<file path="src/rtl/fpu_mul_result_buffer_if.sv">
// Handshake bundle between the FP multiplier, its result buffer and the consumer.
// master = environment side (multiplier + consumer), slave = the buffer itself.
interface fpu_mul_result_buffer_if;
  logic        in_valid;
  logic        in_ready;
  logic [31:0] in_result;
  logic        in_exception;
  logic        in_overflow;
  logic        in_underflow;
  logic        out_valid;
  logic        out_ready;
  logic [31:0] out_result;
  logic [2:0]  out_flags;

  modport master (
    output in_valid, in_result, in_exception, in_overflow, in_underflow, out_ready,
    input  in_ready, out_valid, out_result, out_flags
  );

  modport slave (
    input  in_valid, in_result, in_exception, in_overflow, in_underflow, out_ready,
    output in_ready, out_valid, out_result, out_flags
  );
endinterface

</file>
<file path="src/rtl/fpu_mul_result_buffer.sv">
// Result FIFO behind the single-precision multiplier, with sticky exception status.
// Build option FPU_MUL_BUF_CANON_NAN_EN: exception results are stored as quiet NaN 32'h7FC00000.
module fpu_mul_result_buffer #(
  parameter int unsigned DEPTH = 4,
  parameter int unsigned PTR_W = 2
) (
  input  logic                clk,
  input  logic                rst_n,
  fpu_mul_result_buffer_if.slave bus,
  input  logic                sticky_clr,
  output logic [2:0]          sticky_flags,
  output logic [PTR_W:0]      count
);

  localparam logic [PTR_W:0] FULL = (PTR_W + 1)'(DEPTH);

  logic [31:0]      mem_result [DEPTH];
  logic [2:0]       mem_flags  [DEPTH];
  logic [PTR_W-1:0] wr_ptr;
  logic [PTR_W-1:0] rd_ptr;
  logic             push;
  logic             pop;
  logic [2:0]       in_flags;
  logic [31:0]      wr_result;

  always_comb begin
    in_flags      = {bus.in_exception, bus.in_overflow, bus.in_underflow};
    bus.in_ready  = (count != FULL);
    bus.out_valid = (count != '0);
    push          = bus.in_valid & bus.in_ready;
    pop           = bus.out_valid & bus.out_ready;
    bus.out_result = mem_result[rd_ptr];
    bus.out_flags  = mem_flags[rd_ptr];
  end

  always_comb begin
`ifdef FPU_MUL_BUF_CANON_NAN_EN
    wr_result = bus.in_exception ? 32'h7FC0_0000 : bus.in_result;
`else
    wr_result = bus.in_result;
`endif
  end

  // Storage is not reset; rst_n only gates the write so a reset cycle never completes a push.
  always_ff @(posedge clk) begin
    if (rst_n && push) begin
      mem_result[wr_ptr] <= wr_result;
      mem_flags[wr_ptr]  <= in_flags;
    end
  end

  always_ff @(posedge clk) begin
    if (!rst_n) begin
      wr_ptr <= '0;
      rd_ptr <= '0;
      count  <= '0;
    end else begin
      if (push) wr_ptr <= wr_ptr + PTR_W'(1);
      if (pop)  rd_ptr <= rd_ptr + PTR_W'(1);
      case ({push, pop})
        2'b10:   count <= count + (PTR_W + 1)'(1);
        2'b01:   count <= count - (PTR_W + 1)'(1);
        default: count <= count;
      endcase
    end
  end

  // A clear keeps only the flags of a push landing on the same edge.
  always_ff @(posedge clk) begin
    if (!rst_n) begin
      sticky_flags <= '0;
    end else if (sticky_clr) begin
      sticky_flags <= push ? in_flags : '0;
    end else if (push) begin
      sticky_flags <= sticky_flags | in_flags;
    end
  end

endmodule

</file>
<file path="src/flat_wrapper.sv">
// flat-port wrapper written by rule: the top's interface ports become plain ports
module fpu_mul_result_buffer_flat 
#(
  parameter int unsigned DEPTH = 4,
  parameter int unsigned PTR_W = 2
)
  (clk, rst_n, sticky_clr, sticky_flags, count, bus_in_valid, bus_in_result, bus_in_exception, bus_in_overflow, bus_in_underflow, bus_out_ready, bus_in_ready, bus_out_valid, bus_out_result, bus_out_flags);
  fpu_mul_result_buffer_if bus_i ();
  input  logic clk;
  input  logic rst_n;
  input  logic sticky_clr;
  output logic [2:0] sticky_flags;
  output logic [PTR_W:0] count;
  input wire logic [$bits(bus_i.in_valid)-1:0] bus_in_valid;
  input wire logic [$bits(bus_i.in_result)-1:0] bus_in_result;
  input wire logic [$bits(bus_i.in_exception)-1:0] bus_in_exception;
  input wire logic [$bits(bus_i.in_overflow)-1:0] bus_in_overflow;
  input wire logic [$bits(bus_i.in_underflow)-1:0] bus_in_underflow;
  input wire logic [$bits(bus_i.out_ready)-1:0] bus_out_ready;
  output wire logic [$bits(bus_i.in_ready)-1:0] bus_in_ready;
  output wire logic [$bits(bus_i.out_valid)-1:0] bus_out_valid;
  output wire logic [$bits(bus_i.out_result)-1:0] bus_out_result;
  output wire logic [$bits(bus_i.out_flags)-1:0] bus_out_flags;
  assign bus_i.in_valid = bus_in_valid;
  assign bus_i.in_result = bus_in_result;
  assign bus_i.in_exception = bus_in_exception;
  assign bus_i.in_overflow = bus_in_overflow;
  assign bus_i.in_underflow = bus_in_underflow;
  assign bus_i.out_ready = bus_out_ready;
  assign bus_in_ready = bus_i.in_ready;
  assign bus_out_valid = bus_i.out_valid;
  assign bus_out_result = bus_i.out_result;
  assign bus_out_flags = bus_i.out_flags;
  fpu_mul_result_buffer #(.DEPTH(DEPTH), .PTR_W(PTR_W)) u_core (.clk(clk), .rst_n(rst_n), .bus(bus_i), .sticky_clr(sticky_clr), .sticky_flags(sticky_flags), .count(count));
endmodule
</file>
<file path="config.mk">
export PLATFORM = sky130hd
export DESIGN_NAME = fpu_mul_result_buffer_flat
export DESIGN_NICKNAME = d
export VERILOG_FILES = /design/src/rtl/fpu_mul_result_buffer_if.sv /design/src/rtl/fpu_mul_result_buffer.sv /design/src/flat_wrapper.sv
export SDC_FILE = /design/constraint.sdc
export NUM_CORES = 1
export LEC_CHECK = 0
export BUFFER_PORTS_ARGS = -buffer_cell sky130_fd_sc_hd__buf_4
export CELL_PAD_IN_SITES_DETAIL_PLACEMENT = 0
export CELL_PAD_IN_SITES_GLOBAL_PLACEMENT = 1
export CORE_UTILIZATION = 35
export DETAILED_ROUTE_END_ITERATION = 8
export MAX_ROUTING_LAYER = met4
export PLACE_DENSITY = 0.59
export SYNTH_ARGS = -nofsm -noshare
export SYNTH_HDL_FRONTEND = slang
export SYNTH_SLANG_ARGS = --single-unit
</file>
<file path="constraint.sdc">
create_clock -name clk -period 5.55 [get_ports clk]
set_input_delay 0.2775 -clock clk [delete_from_list [all_inputs] [get_ports clk]]
set_output_delay 0.2775 -clock clk [all_outputs]
set_load 0.01 [all_outputs]
</file>
# After elaboration in Yosys (flattened, before gate mapping)
# Memories as Yosys holds them, arrays and structs flattened. A register that Yosys moved wholly into a read port is not among the register bits.
# Cells that the tools add are included.
# W data, S select, Z words.
[word_totals]
reg_bits = 10
mem_bits_rw = 140
out_inout_bits = 43
elab_cells = 30
memories = 2
[classes]
n_addsub = 4
eq_ne = 3
n_mux = 10
bitwise = 3
n_reduce_logical = 4
[memory_table]
columns = ["memory", "depth", "word_bits", "read_ports", "rd_ports_with_merged_regs", "wr", "line", "text"]
rows = [
  ["u_core.mem_result", 4, 32, 1, 1, 1, "fpu_mul_result_buffer.sv:17", "logic [31:0] mem_result [DEPTH];"],
  ["u_core.mem_flags", 4, 3, 1, 1, 1, "fpu_mul_result_buffer.sv:18", "logic [2:0] mem_flags [DEPTH];"],
]
[ops]
columns = ["operator", "count"]
rows = [
  ["$mux W3", 3],
  ["$mux W2", 4],
  ["$pmux W3 S2", 1],
  ["$add A2 B1 Y2 const B", 2],
  ["$reduce_bool A2 Y1", 2],
  ["$add A3 B1 Y3 const B", 1],
  ["$ne A3 B3 Y1 const B", 1],
  ["$or A3 B3 Y3", 1],
  ["$reduce_bool A3 Y1", 1],
  ["$sub A3 B1 Y3 const B", 1],
  ["$and A1 B1 Y1", 2],
  ["$eq A2 B1 Y1 const B", 1],
  ["$eq A2 B2 Y1 const B", 1],
  ["$mux W1", 2],
  ["$logic_and A1 B1 Y1", 1],
]

# Depth between registers and ports, before layout
# Gate-level depths: netlist (run 1).
[logic_depth]
word_depth = 5
depth_mapped = 10
mapped_depth_nobuf = 9

# Worst setup path after synthesis (run 1)
# OpenSTA, ideal clock, no wires.
[synth_path]
path_kind = "register to register"
startpoint = "reg u_core.count[2]"
endpoint = "reg u_core.count[2]"
arrival_time_ns = 2.440
path_slack_ns = 3.034
path_stages_with_launch = 11
n_path_buf = 1
synth_period_minus_slack_ns = 2.516
cell_sequence = "dfxtp_1 > or3b_4 > and2_4 > buf_6 > inv_2 > ha_1 > inv_1 > fa_1 > xor2_1 > or3_2 > a21boi_0"
[synth_between]
elab_chain_cells = 4
elab_cells_between_ends = 10
classes_between = "add/sub: 2; eq/ne: 3; mux: 1; bitwise: 2; reduce/logical: 2"
[synth_rtl]
columns = ["element", "line", "text"]
rows = [
  ["start, declared", "fpu_mul_result_buffer.sv:12", "output logic [PTR_W:0] count"],
  ["start signal, assigned", "fpu_mul_result_buffer.sv:61", "2'b10: count <= count + (PTR_W + 1)'(1);"],
  ["start signal, assigned", "fpu_mul_result_buffer.sv:62", "2'b01: count <= count - (PTR_W + 1)'(1);"],
  ["start signal, assigned", "fpu_mul_result_buffer.sv:63", "default: count <= count;"],
  ["$ne A3 B3 Y1 *", "fpu_mul_result_buffer.sv:28", "bus.in_ready = (count != FULL);"],
  ["net bus_in_ready", "flat_wrapper.sv:20", "output wire logic [$bits(bus_i.in_ready)-1:0] bus_in_ready;"],
  ["$and A1 B1 Y1 *", "fpu_mul_result_buffer.sv:30", "push = bus.in_valid & bus.in_ready;"],
  ["$eq A2 B1 Y1 or $eq A2 B2 Y1 (tied branches)", "fpu_mul_result_buffer.sv:60", "case ({push, pop})"],
  ["$pmux W3 S2 or $reduce_bool A2 Y1 (tied branches)", "--", ""],
]
# The timed path passes the listed nets; every way through them passes the cells marked *.
# A chain may end at the register's enable or synchronous reset.

# Worst setup path after layout (run 1)
[layout_path]
startpoint = "reg u_core.count[2]"
endpoint = "reg u_core.count[2]"
[layout_between]
elab_chain_cells = 4
elab_cells_between_ends = 10
classes_between = "add/sub: 2; eq/ne: 3; mux: 1; bitwise: 2; reduce/logical: 2"
[layout_rtl]
columns = ["element", "line"]
rows = [
  ["$ne A3 B3 Y1 or $reduce_bool A3 Y1 (tied branches)", "fpu_mul_result_buffer.sv:28, fpu_mul_result_buffer.sv:29"],
  ["$and A1 B1 Y1, on equally long branches", "fpu_mul_result_buffer.sv:30, fpu_mul_result_buffer.sv:31"],
  ["$eq A2 B1 Y1 or $eq A2 B2 Y1 (tied branches)", "fpu_mul_result_buffer.sv:60"],
  ["$pmux W3 S2 or $reduce_bool A2 Y1 (tied branches)", "--"],
]
# Several ways; a longest one is shown, not always the timed one.

==> results of run 1 <==
-- synth_stat cells (all sizes together), types with 3 or more instances --
master    n  area [sq um]
mux4     35           788
edfxtp  140          4200
buf       8          48.8
and2      4          27.5
inv       6          22.5
nand3b    3          22.5
and3      4          25.0
xnor2     3          26.3
dfxtp    12           240
ha        5          62.6
nand2     8          30.0
o21ai     5          25.0
clkbuf    3          12.5
-- power by group --
part / leakage, uW / switching [uW] / internal (uW)
combinational: 0.000738 / 304 / 374
clock: 0.000293 / 415 / 738
sequential: 0.00137 / 48.7 / 1330
-- how the worst max path moves through the flow --
stage	start	endpoint	slack, ps	cells past startpoint
floorplan	u_core.count[2]$_SDFFE_PN0P_	u_core.count[2]$_SDFFE_PN0P_	3030	10
global placement	u_core.count[2]$_SDFFE_PN0P_	u_core.count[2]$_SDFFE_PN0P_	3130	9
detailed placement	u_core.count[2]$_SDFFE_PN0P_	u_core.count[2]$_SDFFE_PN0P_	3050	9
CTS	u_core.count[2]$_SDFFE_PN0P_	u_core.count[2]$_SDFFE_PN0P_	3030	9
global route	u_core.count[2]$_SDFFE_PN0P_	u_core.count[2]$_SDFFE_PN0P_	2910	9
finish	u_core.count[2]$_SDFFE_PN0P_	u_core.count[2]$_SDFFE_PN0P_	3040	9
-- through the flow --
step / setup slack, ps / area [sq um] / std cells
2_1_floorplan: 3030 / 5650 / 248
3_3_place_gp: 3130 / 6490 / 536
3_5_place_dp: 3050 / 6490 / 536
4_1_cts: 3030 / 7080 / 567
5_1_grt: 2910 / 7080 / 567
6_report: 3040 / 7080 / 567
-- sequential cells by signal (all words and copies together) (netlist names), named ones only --
register,count
u_core.sticky_flags,3
u_core.rd_ptr,2
u_core.mem_result,128
u_core.mem_flags,12
u_core.wr_ptr,2
u_core.count,3
-- cell families (layout without fill, tap and decap cells) --
logic type,Yosys count,after routing
fa+ha+maj,6,6
xor+xnor,4,4
simple gates,24,24
flops,152,152
mux,37,37
buf+inv,17,120
compound gates,8,8
-- routing by layer --
| layer | vias to the layer above | global-route usage | wire (microns) |
|---|---|---|---|
| met3 | 16 | 0.0553 | 628 |
| met5 | - | - | 0 |
| li1 | 1196 | - | - |
| met1 | 1376 | 0.158 | 4430 |
| met2 | 77 | 0.213 | 4870 |
| met4 | 0 | 0.0602 | 168 |
-- worst max-delay path, cell delays in order, from the launching register on --
cell,delay [ps]
dfxtp_1,430
or3b_4,410
and2_4,200
inv_2,80
ha_1,180
inv_1,60
fa_1,370
xor2_1,160
or3_2,400
a21boi_0,160
-- final cells by class --
cell class                      count  area [sq um]  area share
Multi-Input combinational cell     79          1130       0.159
Clock buffer                       18           429      0.0606
Sequential cell                   152          4450       0.628
Timing Repair Buffer               83           623      0.0880
Clock inverter                     13           160      0.0226
Inverter                            6          22.5     0.00318
Tap cell                          216           270      0.0382
==> run metrics, run 1 <==
outcome=finished, final reports clean; n_diodes=0; first-pass GRT wire length=15.5 mm; Final Slew Violations=0; crit path kind=flip-flop to flip-flop; WL/cell=about 18 microns; RePlAce Congestion=0.668; FF+latch count, synth=152; Gate Count Post-Synth=248; Mapped Area=about 5600 sq um; CP endpoint kind=flip-flop; Congestion Overflow GR=0; asr flop ratio synth=0; Post-CTS Setup Bufs=0; R2R setup slack=3040 ps; LEAKAGE=0.00240 uW; most frequent cells in the layout=edfxtp_1, buf_4, mux4_2, clkbuf_16, dfxtp_1; Bufs on Longest Clock Path=2; CP required=slightly below 6000 ps; PortBufs=82; Initial DRC Count=~150; DP Wirelength=approximately 5.6 mm; largest family of logic cells by synthesized area=multiplexers; synth unique cells=28; height of the die=129 microns; # setup viols final=0; Main synth FF type=edfxtp_1; register area share after synthesis=0.787; GRT Total Usage=0.138; final core utilization=0.447; Worst Skew=9.32 ps; via count=roughly 2,700; H-tree lvl count=4; Fillers=between 1,000 and 1,500; worst reg2reg startpoint=u_core.count[2]$_SDFFE_PN0P_; R2R cell count=9; Overall Power=3210 uW; CP startpoint kind=flip-flop; clk sink count=approximately 150; area grow syn2layout=25.3%; relative slew slack=0.322; Final ANT Viol Nets=0; total of warnings raised by yosys=0; clk root buf=clkbuf_16; Post-Synth Simple-Gate Area=0.0255; clk_lat worst skew=420 ps; FF-to-FF End=u_core.count[2]$_SDFFE_PN0P_; Power Density=around 450 nW/um^2; fmax=0.399 GHz; final hold slack=51.6 ps; cts repair resizes=0; Post-Syn Nets=294; Initial Util=0.357; Worst Path Arrival=around 2900 ps; area of the core=around 16,000 sq um; max-cap check violation count=0; Peak supply drop=0.217 mV; mux cell area share after synthesis=0.143; hold_sp=bus_in_result[21]; Post-CTS Hold Buffers=0; drt pass-1 iters=4; initial antenna violation count=0; largest net degree at the start of global routing=36; CTS tree=done; Compound-Gate Fraction of Synth Area=0.00908; Synth Area in Adders=0.0146; Die W=approximately 130 microns; WHS Path Cells=1; Fin. Hold Viols=0; Worst Max-Slew Pin Slew=approximately 1000 ps; nets=between 300 and 400; commonest non-fill, non-tap cell in the layout=edfxtp_1; Hold Path End=u_core.mem_result[0][21]$_DFFE_PP_; period utilisation layout=0.452; post-synthesis average cell area=22.8 sq um; RSZ-0062 raised after global routing=no; Post-Synth XOR/XNOR Area=0.00620; CP max FO=7; layout cells sized above 1=0.444; clk slew on worst S/H paths=60 ps; CTS buffer count=17; DRC=0; Post-synth EDFFs=140; setup_tns=0 ps; final WL=10.1 mm; row count=between 40 and 50; Vias per Instance=4.70; worst hold path class=input pin to flip-flop; crit path time final=2510 ps; vias in the first global route=2,864; Die ar.=16,700 sq um; Ports=83
Note: power is estimated with default switching activity, not from simulation.
==> run 2: changes to the inputs <==
==> constraint.sdc (replaced) <==
create_clock -name clk -period 2.6 [get_ports clk]
set_input_delay 0.13 -clock clk [delete_from_list [all_inputs] [get_ports clk]]
set_output_delay 0.13 -clock clk [all_outputs]
set_load 0.01 [all_outputs]
==> run metrics, run 2 (synthesized netlist as in run 1, its figures left out) <==
outcome=finished, final reports clean (unchanged); row count=46 (unchanged); period utilisation layout=0.944 (was 0.452); Power Density=890 nW/um^2 (was 454 nW/um^2); Final Slew Violations=0 (unchanged); CTS tree=done (unchanged); H-tree lvl count=4 (unchanged); Worst Path Arrival=2800 ps (was 2850 ps); clk root buf=clkbuf_16 (unchanged); CTS buffer count=17 (unchanged); Peak supply drop=0.458 mV (was 0.217 mV); max-cap check violation count=0 (unchanged); Fillers=1,348 (was 1,358); CP max FO=7 (unchanged); Critical Path Source=u_core.count[0]$_SDFFE_PN0P_ (was u_core.count[2]$_SDFFE_PN0P_); relative slew slack=0.654 (was 0.322); via count=2,801 (was 2,665); Post-CTS Setup Bufs=0 (unchanged); Final ANT Viol Nets=0 (unchanged); nets=430 (was 385); Overall Power=6660 uW (was 3210 uW); initial antenna violation count=0 (unchanged); first-pass GRT wire length=16.2 mm (was 15.5 mm); R2R cell count=9 (unchanged); Ports=83 (unchanged); CP startpoint kind=flip-flop (unchanged); RSZ-0062 raised after global routing=no (unchanged); Largest Register=u_core.mem_result (unchanged); Initial Util=0.357 (unchanged); height of the die=129 microns (unchanged); fmax=0.407 GHz (was 0.399 GHz); clk sink count=152 (unchanged); hold_sp=rst_n (was bus_in_result[21]); DRC=0 (unchanged); GRT Total Usage=0.142 (was 0.138); RePlAce Congestion=0.747 (was 0.668); Worst Max-Slew Pin Slew=519 ps (was 1020 ps); drt pass-1 iters=4 (unchanged); # setup viols final=0 (unchanged); worst reg2reg startpoint=u_core.count[0]$_SDFFE_PN0P_ (was u_core.count[2]$_SDFFE_PN0P_); commonest non-fill, non-tap cell in the layout=edfxtp_1 (unchanged); Die W=129 microns (unchanged); largest net degree at the start of global routing=36 (unchanged); Fin. Hold Viols=0 (unchanged); Worst Skew=7.92 ps (was 9.32 ps); CP required=2950 ps (was 5900 ps); clk_lat worst skew=410 ps (was 420 ps); LEAKAGE=0.00257 uW (was 0.00240 uW); CP endpoint kind=flip-flop (unchanged); FF-to-FF End=u_core.count[2]$_SDFFE_PN0P_ (unchanged); R2R setup slack=150 ps (was 3040 ps); most frequent cells in the layout=edfxtp_1, buf_4, dlygate4sd3_1, mux4_2, clkbuf_16 (was edfxtp_1, buf_4, mux4_2, clkbuf_16, dfxtp_1); n_diodes=0 (unchanged); area of the core=15,800 sq um (unchanged); WL/cell=16.9 microns (was 17.8 microns); Initial DRC Count=140 (was 151); clk slew on worst S/H paths=60 ps (about the same); Vias per Instance=4.59 (was 4.70); vias in the first global route=2,969 (was 2,864); final WL=10.3 mm (was 10.1 mm); grt met3 use=0.0409 (was 0.0553); top flop regs=u_core.mem_result: 128 flops, u_core.mem_flags: 12 flops (unchanged); Bufs on Longest Clock Path=2 (unchanged); layout cells sized above 1=0.406 (was 0.444); PortBufs=82 (unchanged); worst hold path class=input pin to flip-flop (unchanged); area grow syn2layout=32.4% (was 25.3%); crit path time final=2450 ps (was 2510 ps); DP Area=6620 sq um (was 6490 sq um); GRT met1 Usage=0.178 (was 0.158); grt peak-use layer=met2 (unchanged); Congestion Overflow GR=0 (unchanged); final core utilization=0.473 (was 0.447); CP Capture Point=u_core.count[2]$_SDFFE_PN0P_ (unchanged); M2 GR Usage=0.216 (was 0.213); DP Wirelength=6.33 mm (was 5.64 mm); Design Area, Final=7480 sq um (was 7080 sq um); Die ar.=16,700 sq um (unchanged); number of flip-flops under the largest register name=128 (unchanged); setup_tns=0 ps (unchanged); crit path kind=flip-flop to flip-flop (unchanged); final hold slack=73.9 ps (was 51.6 ps)
-- run 2: report_power, final --
group,switching [uW],internal (uW)
Combinational,665,905
Clock,848,1280
Sequential,121,2840
Total,1630,5030
-- run 2: worst min path at each step --
stage / end / slack (ps) / depth (start not counted)
floorplan: u_core.mem_flags[0][0]$_DFFE_PP_ / 230 / 0
finish: flip-flop / 70 / 2
global route: u_core.rd_ptr[0]$_SDFFE_PN0N_ / 70 / 2
detailed placement: u_core.mem_result[2][21]$_DFFE_PP_ / 340 / 1
CTS: flip-flop / 50 / 2
global placement: u_core.mem_result[3][24]$_DFFE_PP_ / 330 / 1
-- run 2: per-layer routing --
metal,vias to the layer above,share of wire
met5,-,0
met4,0,0.013
met3,11,0.045
met2,77,0.49
met1,1426,0.45
li1,1287,-
-- run 2: area by class of cell --
type                    count  area (sq um)  share of cell area
clock buffers              21           440              0.0589
inverters                   6          22.5             0.00301
clock inverters             8          58.8             0.00786
repair buffers            128          1110               0.149
multi-input cells          79          1130               0.151
flip-flops and latches    152          4450               0.595
well taps                 216           270              0.0361
-- run 2: critical path: stages, from the launching register on --
cell,delay [ps]
dfxtp_2,350
or3b_4,400
and2_4,200
inv_2,80
ha_1,200
inv_1,70
fa_1,370
xor2_1,160
or3_2,410
a21boi_1,140
-- run 2: per-stage QoR --
step           setup WS [ps]  std cells
2_1_floorplan           84.4        248
3_3_place_gp             178        545
3_5_place_dp             112        545
4_1_cts                 81.6        610
5_1_grt                 17.1        610
6_report                 146        610
-- run 2: repair_timing --
action                                 CTS  global route
hold buffers                            36             0
endpoints found under the hold margin  142             0
resized for setup                        0             2
setup endpoints to repair                0             1
==> run 3: changes to the inputs <==
--- a/config.mk
+++ b/config.mk
@@ -6,12 +6,10 @@
 export NUM_CORES = 1
 export LEC_CHECK = 0
 export BUFFER_PORTS_ARGS = -buffer_cell sky130_fd_sc_hd__buf_4
-export CELL_PAD_IN_SITES_DETAIL_PLACEMENT = 0
-export CELL_PAD_IN_SITES_GLOBAL_PLACEMENT = 1
 export CORE_UTILIZATION = 35
 export DETAILED_ROUTE_END_ITERATION = 8
 export MAX_ROUTING_LAYER = met4
-export PLACE_DENSITY = 0.59
+export PLACE_DENSITY = 0.53
 export SYNTH_ARGS = -nofsm -noshare
 export SYNTH_HDL_FRONTEND = slang
 export SYNTH_SLANG_ARGS = --single-unit
==> run metrics, run 3 (synthesized netlist as in run 1, its figures left out) <==
layout cells sized above 1=0.422 (was 0.406); Place WS=74.0 ps (was 112 ps); top flop regs=u_core.mem_result: 128 flops, u_core.mem_flags: 12 flops (unchanged); WL/cell=17.1 microns (was 16.9 microns); DP Wirelength=6.20 mm (was 6.33 mm); fmax=0.408 GHz (was 0.407 GHz); commonest non-fill, non-tap cell in the layout=edfxtp_1 (unchanged); Bufs on Longest Clock Path=2 (unchanged); CP Capture Point=u_core.count[2]$_SDFFE_PN0P_ (unchanged); Power Density=936 nW/um^2 (was 890 nW/um^2); area of the core=15,800 sq um (unchanged); worst reg2reg startpoint=u_core.count[0]$_SDFFE_PN0P_ (unchanged); Post-CTS Setup Bufs=0 (unchanged); Vias per Instance=4.59 (about the same); crit path kind=flip-flop to flip-flop (unchanged); CP max stage cell=or3b_4 (was or3_2); R2R setup slack=150 ps (about the same); Final ANT Viol Nets=0 (unchanged); RePlAce Congestion=0.668 (was 0.747); final WL=10.4 mm (was 10.3 mm); Worst Skew=7.50 ps (was 7.92 ps); CP endpoint kind=flip-flop (unchanged); Initial Util=0.357 (unchanged); most frequent cells in the layout=edfxtp_1, buf_4, dlygate4sd3_1, mux4_2, clkbuf_16 (unchanged); Fin. Hold Viols=0 (unchanged); Largest Register=u_core.mem_result (unchanged); setup_tns=0 ps (unchanged); vias in the first global route=2,954 (was 2,969); worst hold path class=input pin to flip-flop (unchanged); FF-to-FF End=u_core.count[2]$_SDFFE_PN0P_ (unchanged); R2R cell count=9 (unchanged); nets=427 (was 430); clk slew on worst S/H paths=60 ps (about the same); clk root buf=clkbuf_16 (unchanged); H-tree lvl count=4 (unchanged); PortBufs=82 (unchanged); initial antenna violation count=0 (unchanged); clk_lat worst skew=410 ps (about the same); Die W=129 microns (unchanged); GRT Total Usage=0.140 (was 0.142); final core utilization=0.476 (was 0.473); crit path time final=2450 ps (about the same); DRC=0 (unchanged); CP max FO=7 (unchanged); outcome=finished, final reports clean (unchanged); n_diodes=0 (unchanged); drt pass-1 iters=4 (unchanged); largest net degree at the start of global routing=36 (unchanged); CP startpoint kind=flip-flop (unchanged); Initial DRC Count=137 (was 140); CTS tree=done (unchanged); RSZ-0062 raised after global routing=no (unchanged); relative slew slack=0.360 (was 0.654); final hold slack=71.1 ps (was 73.9 ps); height of the die=129 microns (unchanged); Final Slew Violations=0 (unchanged); clk sink count=152 (unchanged); first-pass GRT wire length=15.9 mm (was 16.2 mm); worst-path cell chain=or3b_4, and2_4, inv_2, ha_2, inv_1, fa_1, xor2_1, or3_2, a21boi_1 (was or3b_4, and2_4, inv_2, ha_1, inv_1, fa_1, xor2_1, or3_2, a21boi_1); final cell count without fillers=609 (was 610); CTS buffer count=17 (unchanged); Congestion Overflow GR=0 (unchanged); Worst Max-Slew Pin Slew=960 ps (was 519 ps); number of flip-flops under the largest register name=128 (unchanged); Die ar.=16,700 sq um (unchanged); via count=2,794 (was 2,801); Fillers=1,349 (was 1,348); min setup slack post-route=149 ps (was 146 ps); largest stage delay on the critical path=410 ps (about the same); Stages on worst setup path=9 (unchanged); max-cap check violation count=0 (unchanged); # setup viols final=0 (unchanged); Peak supply drop=0.558 mV (was 0.458 mV); Critical Path Source=u_core.count[0]$_SDFFE_PN0P_ (unchanged); Ports=83 (unchanged); row count=46 (unchanged); CP Buf/Inv Count=2 (unchanged); period utilisation layout=0.943 (was 0.944); CP required=2940 ps (was 2950 ps); LEAKAGE=0.00260 uW (was 0.00257 uW); Worst Path Arrival=2790 ps (was 2800 ps); # placed instances=542 (was 545); area grow syn2layout=33.3% (was 32.4%); Worst path top cell family by delay=simple AND/OR/NAND/NOR gates (unchanged)
[run 3: changes by cell type in the layout (fill, tap and decap cells not counted), sizes merged]
| cell | previous run | this run |
|---|---|---|
| bufinv | 1 | 5 |
| clkbuf | 21 | 19 |
| buf | 92 | 89 |
[run 3: layout make-up]
cell class              count  area [sq um]  share of cell area
well taps                 216           270              0.0359
clock buffers              19           433              0.0575
repair buffers            125          1040               0.138
multi-input cells          79          1130               0.150
inverters                   6          22.5             0.00299
flip-flops and latches    152          4450               0.591
clock inverters            12           181              0.0241
[run 3: worst min path at each step]
stage,startpoint,endpoint,slack (ps),depth (start not counted)
3_5_place_dp,bus_in_result[8],u_core.mem_result[3][8]$_DFFE_PP_,330,1
4_1_cts,rst_n,flip-flop,50,2
5_1_grt,rst_n,flip-flop,70,2
2_1_floorplan,bus_in_underflow,u_core.mem_flags[0][0]$_DFFE_PP_,230,0
3_3_place_gp,bus_in_result[22],u_core.mem_result[3][22]$_DFFE_PP_,330,1
6_report,rst_n,flip-flop,70,2
[run 3: timing repair]
action / 4_1_cts / 5_1_grt
hold buffers: 36 / 0
setup endpoints to repair: 0 / 1
gates resized for setup: 0 / 6
endpoints found under the hold margin: 142 / 0
[run 3: routing by layer]
| layer | vias up | track usage | part of all wire |
|---|---|---|---|
| met5 | - | - | 0 |
| met4 | 0 | 0.0644 | 0.014 |
| met3 | 13 | 0.0359 | 0.035 |
| met2 | 70 | 0.217 | 0.50 |
| met1 | 1431 | 0.172 | 0.45 |
| li1 | 1280 | - | - |
[run 3: report_power, final]
group	switching, uW	internal, uW
Sequential	98.5	2850
Clock	879	1680
Combinational	678	863
[run 3: per-stage QoR]
stage          total power (uW)  instance area, sq um
6_report                   7050                  7530
3_5_place_dp               4530                  6550
3_3_place_gp               4500                  6550
4_1_cts                    7140                  7520
5_1_grt                    7350                  7530
2_1_floorplan              3870                  5650
